[config.mk]
export PLATFORM = sky130hd
export DESIGN_NAME = fwd_hazard_unit
export DESIGN_NICKNAME = d
export VERILOG_FILES = /design/src/rtl/fwd_pkg.sv /design/src/rtl/fwd_operand_sel.sv /design/src/rtl/fwd_hazard_unit.sv
export SDC_FILE = /design/constraint.sdc
export NUM_CORES = 1
export LEC_CHECK = 0
export CORE_AREA = 2 2 437 439
export CTS_CLUSTER_SIZE = 8
export DETAILED_ROUTE_END_ITERATION = 12
export DIE_AREA = 0 0 439 441
export DONT_BUFFER_PORTS = 1
export HOLD_SLACK_MARGIN = 0.08
export PLACE_DENSITY = 0.34
export SETUP_SLACK_MARGIN = 0.4
export SLEW_MARGIN = 20
export SYNTH_ARGS = -nofsm -noshare
export SYNTH_HDL_FRONTEND = slang
export SYNTH_HIERARCHICAL = 1
export SYNTH_SLANG_ARGS = --single-unit
[constraint.sdc]
create_clock -name clk -period 2 [get_ports clk]
set_input_delay 0.2 -clock clk [delete_from_list [all_inputs] [get_ports clk]]
set_output_delay 0.2 -clock clk [all_outputs]
set_load 0.005 [all_outputs]
[src/rtl/fwd_pkg.sv]
// Shared types and default widths for the forwarding/hazard unit.
// Contents:
//   fwd_state_e  load-stall FSM state
//   fwd_src_e    per-operand forwarding source
//   *_D          default parameter values used by the top level
package fwd_pkg;
  typedef enum logic {IDLE, LOAD_WAIT} fwd_state_e;
  typedef enum logic [1:0] {SRC_NONE, SRC_MEM, SRC_WB, SRC_HELD} fwd_src_e;

  localparam int NUM_SRC_D = 2;
  localparam int NREGS_D   = 32;
  localparam int XLEN_D    = 32;
  localparam int VLEN_D    = 256;
  localparam int STAT_W_D  = 32;
endpackage

[src/rtl/fwd_operand_sel.sv]
// One source operand: priority compare (MEM > WB > HELD), data mux and the
// single-entry hold buffer that keeps a WB result alive while EX is held.
// Ports:
//   clk, rst_n                         clock, async active-low reset
//   rs                                 source register index
//   we_mem, wb_sel_mem, rd_mem         MEM writer (only ALU results forward)
//   result_mem, result_wb              stage results
//   we_wb, rd_wb                       WB writer
//   cap_win                            EX is held with a real instruction
//   ex_adv                             EX advances this cycle (releases entry)
//   flush                              sync clear of the entry
//   sel, data                          forward enable and selected value
module fwd_operand_sel
  import fwd_pkg::*;
#(
  parameter int RIDX = 5,
  parameter int VLEN = 256
) (
  input  logic            clk,
  input  logic            rst_n,
  input  logic [RIDX-1:0] rs,
  input  logic            we_mem,
  input  logic            wb_sel_mem,
  input  logic [RIDX-1:0] rd_mem,
  input  logic [VLEN-1:0] result_mem,
  input  logic            we_wb,
  input  logic [RIDX-1:0] rd_wb,
  input  logic [VLEN-1:0] result_wb,
  input  logic            cap_win,
  input  logic            ex_adv,
  input  logic            flush,
  output logic            sel,
  output logic [VLEN-1:0] data
);
  logic            held_valid_q, held_valid_d;
  logic [RIDX-1:0] held_idx_q, held_idx_d;
  logic [VLEN-1:0] held_data_q, held_data_d;
  fwd_src_e        src;

  // Writers to r0 never match, so rs==0 can never forward.
  always_comb begin
    src = SRC_NONE;
    if (we_mem && wb_sel_mem && rd_mem != '0 && rd_mem == rs) src = SRC_MEM;
    else if (we_wb && rd_wb != '0 && rd_wb == rs)             src = SRC_WB;
    else if (held_valid_q && held_idx_q == rs)                src = SRC_HELD;
  end

  always_comb begin
    data = '0;
    case (src)
      SRC_MEM:  data = result_mem;
      SRC_WB:   data = result_wb;
      SRC_HELD: data = held_data_q;
      default:  data = '0;
    endcase
  end

  assign sel = (src != SRC_NONE);

  // Release beats capture; capture and advance are mutually exclusive anyway.
  always_comb begin
    held_valid_d = held_valid_q;
    held_idx_d   = held_idx_q;
    held_data_d  = held_data_q;
    if (flush || ex_adv) begin
      held_valid_d = 1'b0;
    end else if (cap_win && src == SRC_WB) begin
      held_valid_d = 1'b1;
      held_idx_d   = rs;
      held_data_d  = result_wb;
    end
  end

  always_ff @(posedge clk or negedge rst_n) begin
    if (!rst_n) begin
      held_valid_q <= 1'b0;
      held_idx_q   <= '0;
      held_data_q  <= '0;
    end else begin
      held_valid_q <= held_valid_d;
      held_idx_q   <= held_idx_d;
      held_data_q  <= held_data_d;
    end
  end
endmodule

[src/rtl/fwd_hazard_unit.sv]
// Forwarding and load-use hazard unit for NUM_SRC EX source operands.
// Forward selection and stall are combinational (Mealy) from the inputs and
// registered state. Optional perf counters are built when FWD_PERF_EN is
// defined (adds parameter STAT_W and ports stall_cycles, fwd_count).
// Ports:
//   clk, rst_n                 clock, async active-low reset
//   ex_valid, ext_stall, flush EX occupancy, external hold, sync flush
//   rs_ex                      EX source indices
//   we_mem, wb_sel_mem, rd_mem MEM writer (wb_sel_mem=0 means load)
//   mem_ready                  load data returns this cycle
//   result_mem, result_wb      stage results
//   we_wb, rd_wb               WB writer
//   stall                      hold IF/ID/EX, bubble into MEM
//   fwd_sel, fwd_scalar, fwd_vector  per-source forward enable and data
module fwd_hazard_unit
  import fwd_pkg::*;
#(
  parameter int NUM_SRC = NUM_SRC_D,
  parameter int NREGS   = NREGS_D,
  parameter int XLEN    = XLEN_D,
  parameter int VLEN    = VLEN_D,
`ifdef FWD_PERF_EN
  parameter int STAT_W  = STAT_W_D,
`endif
  localparam int RIDX   = $clog2(NREGS)
) (
  input  logic                          clk,
  input  logic                          rst_n,
  input  logic                          ex_valid,
  input  logic                          ext_stall,
  input  logic                          flush,
  input  logic [NUM_SRC-1:0][RIDX-1:0]  rs_ex,
  input  logic                          we_mem,
  input  logic                          wb_sel_mem,
  input  logic [RIDX-1:0]               rd_mem,
  input  logic                          mem_ready,
  input  logic [VLEN-1:0]               result_mem,
  input  logic [VLEN-1:0]               result_wb,
  input  logic                          we_wb,
  input  logic [RIDX-1:0]               rd_wb,
  output logic                          stall,
  output logic [NUM_SRC-1:0]            fwd_sel,
  output logic [NUM_SRC-1:0][XLEN-1:0]  fwd_scalar,
  output logic [NUM_SRC-1:0][VLEN-1:0]  fwd_vector
`ifdef FWD_PERF_EN
  ,
  output logic [STAT_W-1:0]             stall_cycles,
  output logic [STAT_W-1:0]             fwd_count
`endif
);
  fwd_state_e         state_q;
  logic [NUM_SRC-1:0] rs_hit;
  logic               load_hazard, cap_win, ex_adv;

  for (genvar i = 0; i < NUM_SRC; i++) begin : g_src
    assign rs_hit[i] = (rd_mem == rs_ex[i]);

    fwd_operand_sel #(.RIDX(RIDX), .VLEN(VLEN)) u_sel (
      .clk        (clk),
      .rst_n      (rst_n),
      .rs         (rs_ex[i]),
      .we_mem     (we_mem),
      .wb_sel_mem (wb_sel_mem),
      .rd_mem     (rd_mem),
      .result_mem (result_mem),
      .we_wb      (we_wb),
      .rd_wb      (rd_wb),
      .result_wb  (result_wb),
      .cap_win    (cap_win),
      .ex_adv     (ex_adv),
      .flush      (flush),
      .sel        (fwd_sel[i]),
      .data       (fwd_vector[i])
    );

    assign fwd_scalar[i] = fwd_vector[i][XLEN-1:0];
  end

  assign load_hazard = ex_valid && we_mem && !wb_sel_mem && rd_mem != '0 && |rs_hit;
  assign stall       = (state_q == LOAD_WAIT) || load_hazard;
  assign cap_win     = (stall || ext_stall) && ex_valid;
  assign ex_adv      = ex_valid && !stall && !ext_stall;

  // With mem_ready alongside the hazard the single stall cycle suffices:
  // the load reaches WB next cycle and forwards from there.
  always_ff @(posedge clk or negedge rst_n) begin
    if (!rst_n)     state_q <= IDLE;
    else if (flush) state_q <= IDLE;
    else begin
      case (state_q)
        IDLE:      if (load_hazard && !mem_ready) state_q <= LOAD_WAIT;
        LOAD_WAIT: if (mem_ready)                 state_q <= IDLE;
        default:                                  state_q <= IDLE;
      endcase
    end
  end

`ifdef FWD_PERF_EN
  logic [STAT_W-1:0] stall_cycles_q, fwd_count_q;

  // Saturating counters, cleared only by reset (not by flush).
  always_ff @(posedge clk or negedge rst_n) begin
    if (!rst_n) begin
      stall_cycles_q <= '0;
      fwd_count_q    <= '0;
    end else begin
      if (stall && !(&stall_cycles_q))  stall_cycles_q <= stall_cycles_q + 1'b1;
      if (|fwd_sel && !(&fwd_count_q))  fwd_count_q    <= fwd_count_q + 1'b1;
    end
  end

  assign stall_cycles = stall_cycles_q;
  assign fwd_count    = fwd_count_q;
`endif
endmodule

After elaboration in Yosys (flattened, before gate mapping)
Index checks and enable logic that the tools add are counted.
W data, S select, Z words.
{ "totals": {"word_cells": 72, "input_bits": 541, "reg_bits": 525, "output_inout_bits": 579} }
{ "classes": {"bitwise_logic": 2, "n_eq_ne": 12, "muxes": 16, "reduce_logical": 35} }
{ "op_table": {"columns": ["op", "n"], "rows": [
  ["$pmux W256 S3", 2],
  ["$eq A5 B5 Y1", 6],
  ["$logic_and A1 B1 Y1", 19],
  ["$mux W2", 6],
  ["$reduce_bool A5 Y1", 2],
  ["$eq A2 B2 Y1 const B", 4],
  ["$reduce_bool A2 Y1", 4],
  ["$mux W1", 7],
  ["$eq A2 B1 Y1 const B", 2],
  ["$logic_not A1 Y1", 4],
  ["$reduce_and A2 Y1", 2],
  ["$logic_or A1 B1 Y1", 3],
  ["$not A1 Y1", 2],
  ["$pmux W1 S2", 1],
  ["$reduce_or A2 Y1", 1]
]} }

Depth between registers and ports, before layout
{ "depth": {"word_depth": 11, "ltp_mapped": 10, "depth_no_buf": 7} }

Cells and area by module
The synthesis kept the hierarchy.
{ "by_module_without_submodules": {"columns": ["module", "seq_area_each_um2", "instances", "cells_each", "area_each_um2"], "rows": [
  ["fwd_operand_sel", 6556.3, 2, 1755, 16056.6],
  ["fwd_hazard_unit", 25.0, 1, 92, 705.7]
]} }

Worst setup path before layout
No wires, ideal clock.
{ "synth_timing": {"path_kind": "register to output", "startpoint": "register g_src[0].u_sel.held_idx_q[4]", "endpoint": "output port fwd_vector[11] in the netlist's numbering", "t_required_ns": 1.800, "setup_slack_ns": -0.105, "arrival_time_ns": 1.905, "n_path_buf": 4, "path_stages_with_launch": 10, "cell_sequence": "dfrtp_1 -> xor2_1 -> nor4_1 -> and3_1 -> buf_2 -> clkbuf_1 -> buf_2 -> nand3_1 -> a31oi_1 -> buf_4"} }
{ "synth_lines": {"columns": ["item", "line", "text"], "rows": [
  ["from (decl)", "fwd_operand_sel.sv:36", "logic [RIDX-1:0] held_idx_q, held_idx_d;"],
  ["from (signal assigned)", "fwd_operand_sel.sv:81", "held_idx_q <= held_idx_d;"],
  ["to (decl)", "fwd_hazard_unit.sv:44", "output logic [NUM_SRC-1:0][VLEN-1:0] fwd_vector"]
]} }

==> results.ini <==
[detailed_routing]
dr_total_vias=30244
wl_per_cell_um=24.6
drtIter0Drc=1898
via_per_inst=4.54
drtPass1Iterations=5
drcViolationCount=0
ant_nets=0
totalWireLength_um=164000

[worst_setup_path]
crit_required_ps=1800
worstSetupEndpointType=primary output
r2r-start=state_q
r2r_slack_ps=-100
critPathArrivalTime_ps=2800
cp_max_fo=7
start_kind=register
crit_type=reg2out
r2r-end=g_src[0].u_sel/held_data_q[42]
worstRegToRegCells=7

[final_layout]
areaGrowthSynthToFinish_pct=48.3
drive_gt1_share_pct=37.2
layoutNonFillerInstCount=6668
nets=4670

[power_and_ir_drop]
vdd_drop_max_uv=686
power_w=0.0266
powerDensity_nw_per_um2=547
p_leak_nw=20.7

[placed_design]
port_buffers=0
place_congestion=0.931
dpl.cell_count=6221
dpl.hpwl_um=117000

[synthesis]
synth_cells=3602
synth_top_family_by_area=multiplexers
synth_seq_area_share_pct=40.0
synthSimpleGateAreaFrac_pct=20.3
synth-xor-area-share_pct=0.961
syn_area_um2=32800
synth_compound_area_share_pct=10.1
synth_nets=4143
synth_ff_type=dfrtp_1
ys_ff_latch=525
ys_top_cells_by_area=dfrtp_1 40%, mux2_4 16%, a31oi_1 9.8%
synth_edf_count=0
synth_top_area_share_pct=40.0
synth_fa_ha_area_share_pct=0
synth_cell_types=32
yosys.area.top_type=dfrtp_1
avgSynthCellArea_um2=9.11
synth_warnings=6
synth_mux_area_share_pct=22.0
async_flop_share_pct=100

[sta]
setup-tns-final_ps=-520580
skew_ps=35.8
report.final.slew_viol_count=0
whs_ps=86.5
fmax_mhz=333
fin_ws_ps=-1000
setup_viol=857
period_needed_ps=3000
worstMarginPinSlew_ps=840
rsz0062_at_grt=true
slew-limit-headroom_pct=44.0
min_period_over_period_pct=150
hold_violations=0

[worst_hold_path]
min-delay-start=ext_stall
hold_path_class=in2reg
hold-path-cell-count=6
whs_endpoint=g_src[0].u_sel/held_valid_q

[grt]
antenna_found_initial=5
grt_pass1_vias=30525
grt_overflow_total=0
grtUsageTotal_pct=15.9
grt_max_degree=526
grt_pass1_wl_um=227000

[clocking]
cts_buffer_depth=3
clock_sinks=525
clk_latency_ps=670
htreeDepth=3
cts_root_buf=clkbuf_16
cts_buffers=78
cts_tree=built
path_clk_slew_ps=50

[floorplanning]
core_area_um2=189000
rows=160
num_io_pins=1120
die_area_um2=194000
die_h_um=441
initial_core_util_pct=17.3
dieWidth_um=439

[status]
outcome=finished, violations left
violations=negative setup slack

[run]
maxCapViolations=0

## through the flow
step           util [%]  setup slack, ps  instance area [um^2]
4_1_cts            24.3            -1140                 45900
3_3_place_gp       21.0             -483                 39800
5_1_grt            25.7            -1180                 48700
2_1_floorplan         -            -53.4                 34600
6_report           25.7            -1000                 48700
3_5_place_dp       21.0             -494                 39800
## area by class of cell
| cell class | instances | area (um^2) |
|---|---|---|
| diodes | 5 | 12.5 |
| flip-flops and latches | 525 | 13100 |
| well taps | 2511 | 3140 |
| clock buffers | 95 | 2070 |
| repair buffers | 855 | 9040 |
| inverters | 2 | 7.51 |
| multi-input cells | 2667 | 21100 |
| clock inverters | 8 | 148 |
| fillers | 20272 | 141000 |
## power by group
| group | switching (W) | total [W] | leakage [nW] | internal (W) |
|---|---|---|---|---|
| combinational | 0.00119 | 0.00261 | 12.3 | 0.00142 |
| sequential | 0.000365 | 0.0115 | 7.27 | 0.0112 |
| clock | 0.00525 | 0.0125 | 1.07 | 0.00724 |
| total | 0.00680 | 0.0266 | 20.7 | 0.0198 |
## cells by family (layout without fill, tap and decap cells)
kind of cell           count (synthesis)  in the layout
AND/OR/NAND/NOR                     1584           1584
flip-flops                           525            525
buffers and inverters                410            960
other                                  0              5
XOR/XNOR                              36             36
multiplexers                         522            522
AO/OA/AOI/OAI                        525            525
## cell usage in the layout (no fill, tap or decap), drive strengths merged
master / count
buf: 571
diode: 5
nor3: 6
clkinv: 5
a31oi: 512
o2111ai: 2
and3: 4
inv: 4
xor2: 30
nor2: 523
o21bai: 1
o41ai: 1
a21oi: 2
nor4: 6
mux2: 522
clkbuf: 105
or2: 2
o211a: 1
dfrtp: 525
dlygate4sd3: 272
a22oi: 1
o21ai: 5
or4: 1
nand4: 2
clkinvlp: 1
nand2: 524
bufbuf: 2
xnor2: 6
nand3: 514
and2: 2
## critical path, cell delays in order, from the launching register on
cell and delay (ps):
dfrtp_1 380, xor2_1 140, nor4_1 300, and3_4 330, buf_12 130, buf_16 160
buf_8 120, buf_6 120, nand3_2 90, a31oi_1 180, buf_4 180
## flip-flops by register name, indices dropped and copies added (netlist names)
name	flops
g_src.u_sel/held_valid_q	2
g_src.u_sel/held_idx_q	10
g_src.u_sel/held_data_q	512
state_q	1
## synthesized netlist by cell type (6+ instances only)
cell	count
buf_4	66
nor2_1	523
nand2_1	524
mux2_2	164
clkbuf_1	188
nand3_1	514
dfrtp_1	525
nor4_1	6
xor2_1	30
a31oi_1	512
mux2_4	358
buf_1	36
buf_2	78
buf_6	40
xnor2_1	6
## layer usage
metal	vias up	part of all wire (%)	track usage, %
met5	-	0.0079	0
met4	2	3.8	6.08
met3	240	6.4	3.56
met2	1158	49	27.0
met1	15100	41	19.4
li1	13744	-	-
## worst max-delay path by stage
| stage | slack (ps) | endpoint | start |
|---|---|---|---|
| finish | -1000 | fwd_vector[132] | g_src[0].u_sel/held_idx_q[1] |
| global placement | -480 | g_src[0].u_sel/held_idx_q[4] | rd_mem[0] |
| CTS | -1140 | fwd_vector[128] | g_src[0].u_sel/held_idx_q[4] |
| floorplan | -50 | g_src[0].u_sel/held_data_q[100] | rd_mem[0] |
| global route | -1180 | fwd_vector[133] | g_src[0].u_sel/held_idx_q[3] |
| detailed placement | -490 | g_src[0].u_sel/held_idx_q[1] | rd_mem[0] |
## timing repair
| action | 4_1_cts | 5_1_grt |
|---|---|---|
| gates resized for setup | 157 | 353 |
| gates cloned | 7 | 11 |
| pin swaps | 54 | 110 |
| hold buffers | 270 | 2 |
| endpoints found under the hold margin | 1050 | 141 |
| endpoints found under the setup margin | 1102 | 1184 |
| buffers inserted | 20 | 25 |
Note: power is estimated with default switching activity, not from simulation.
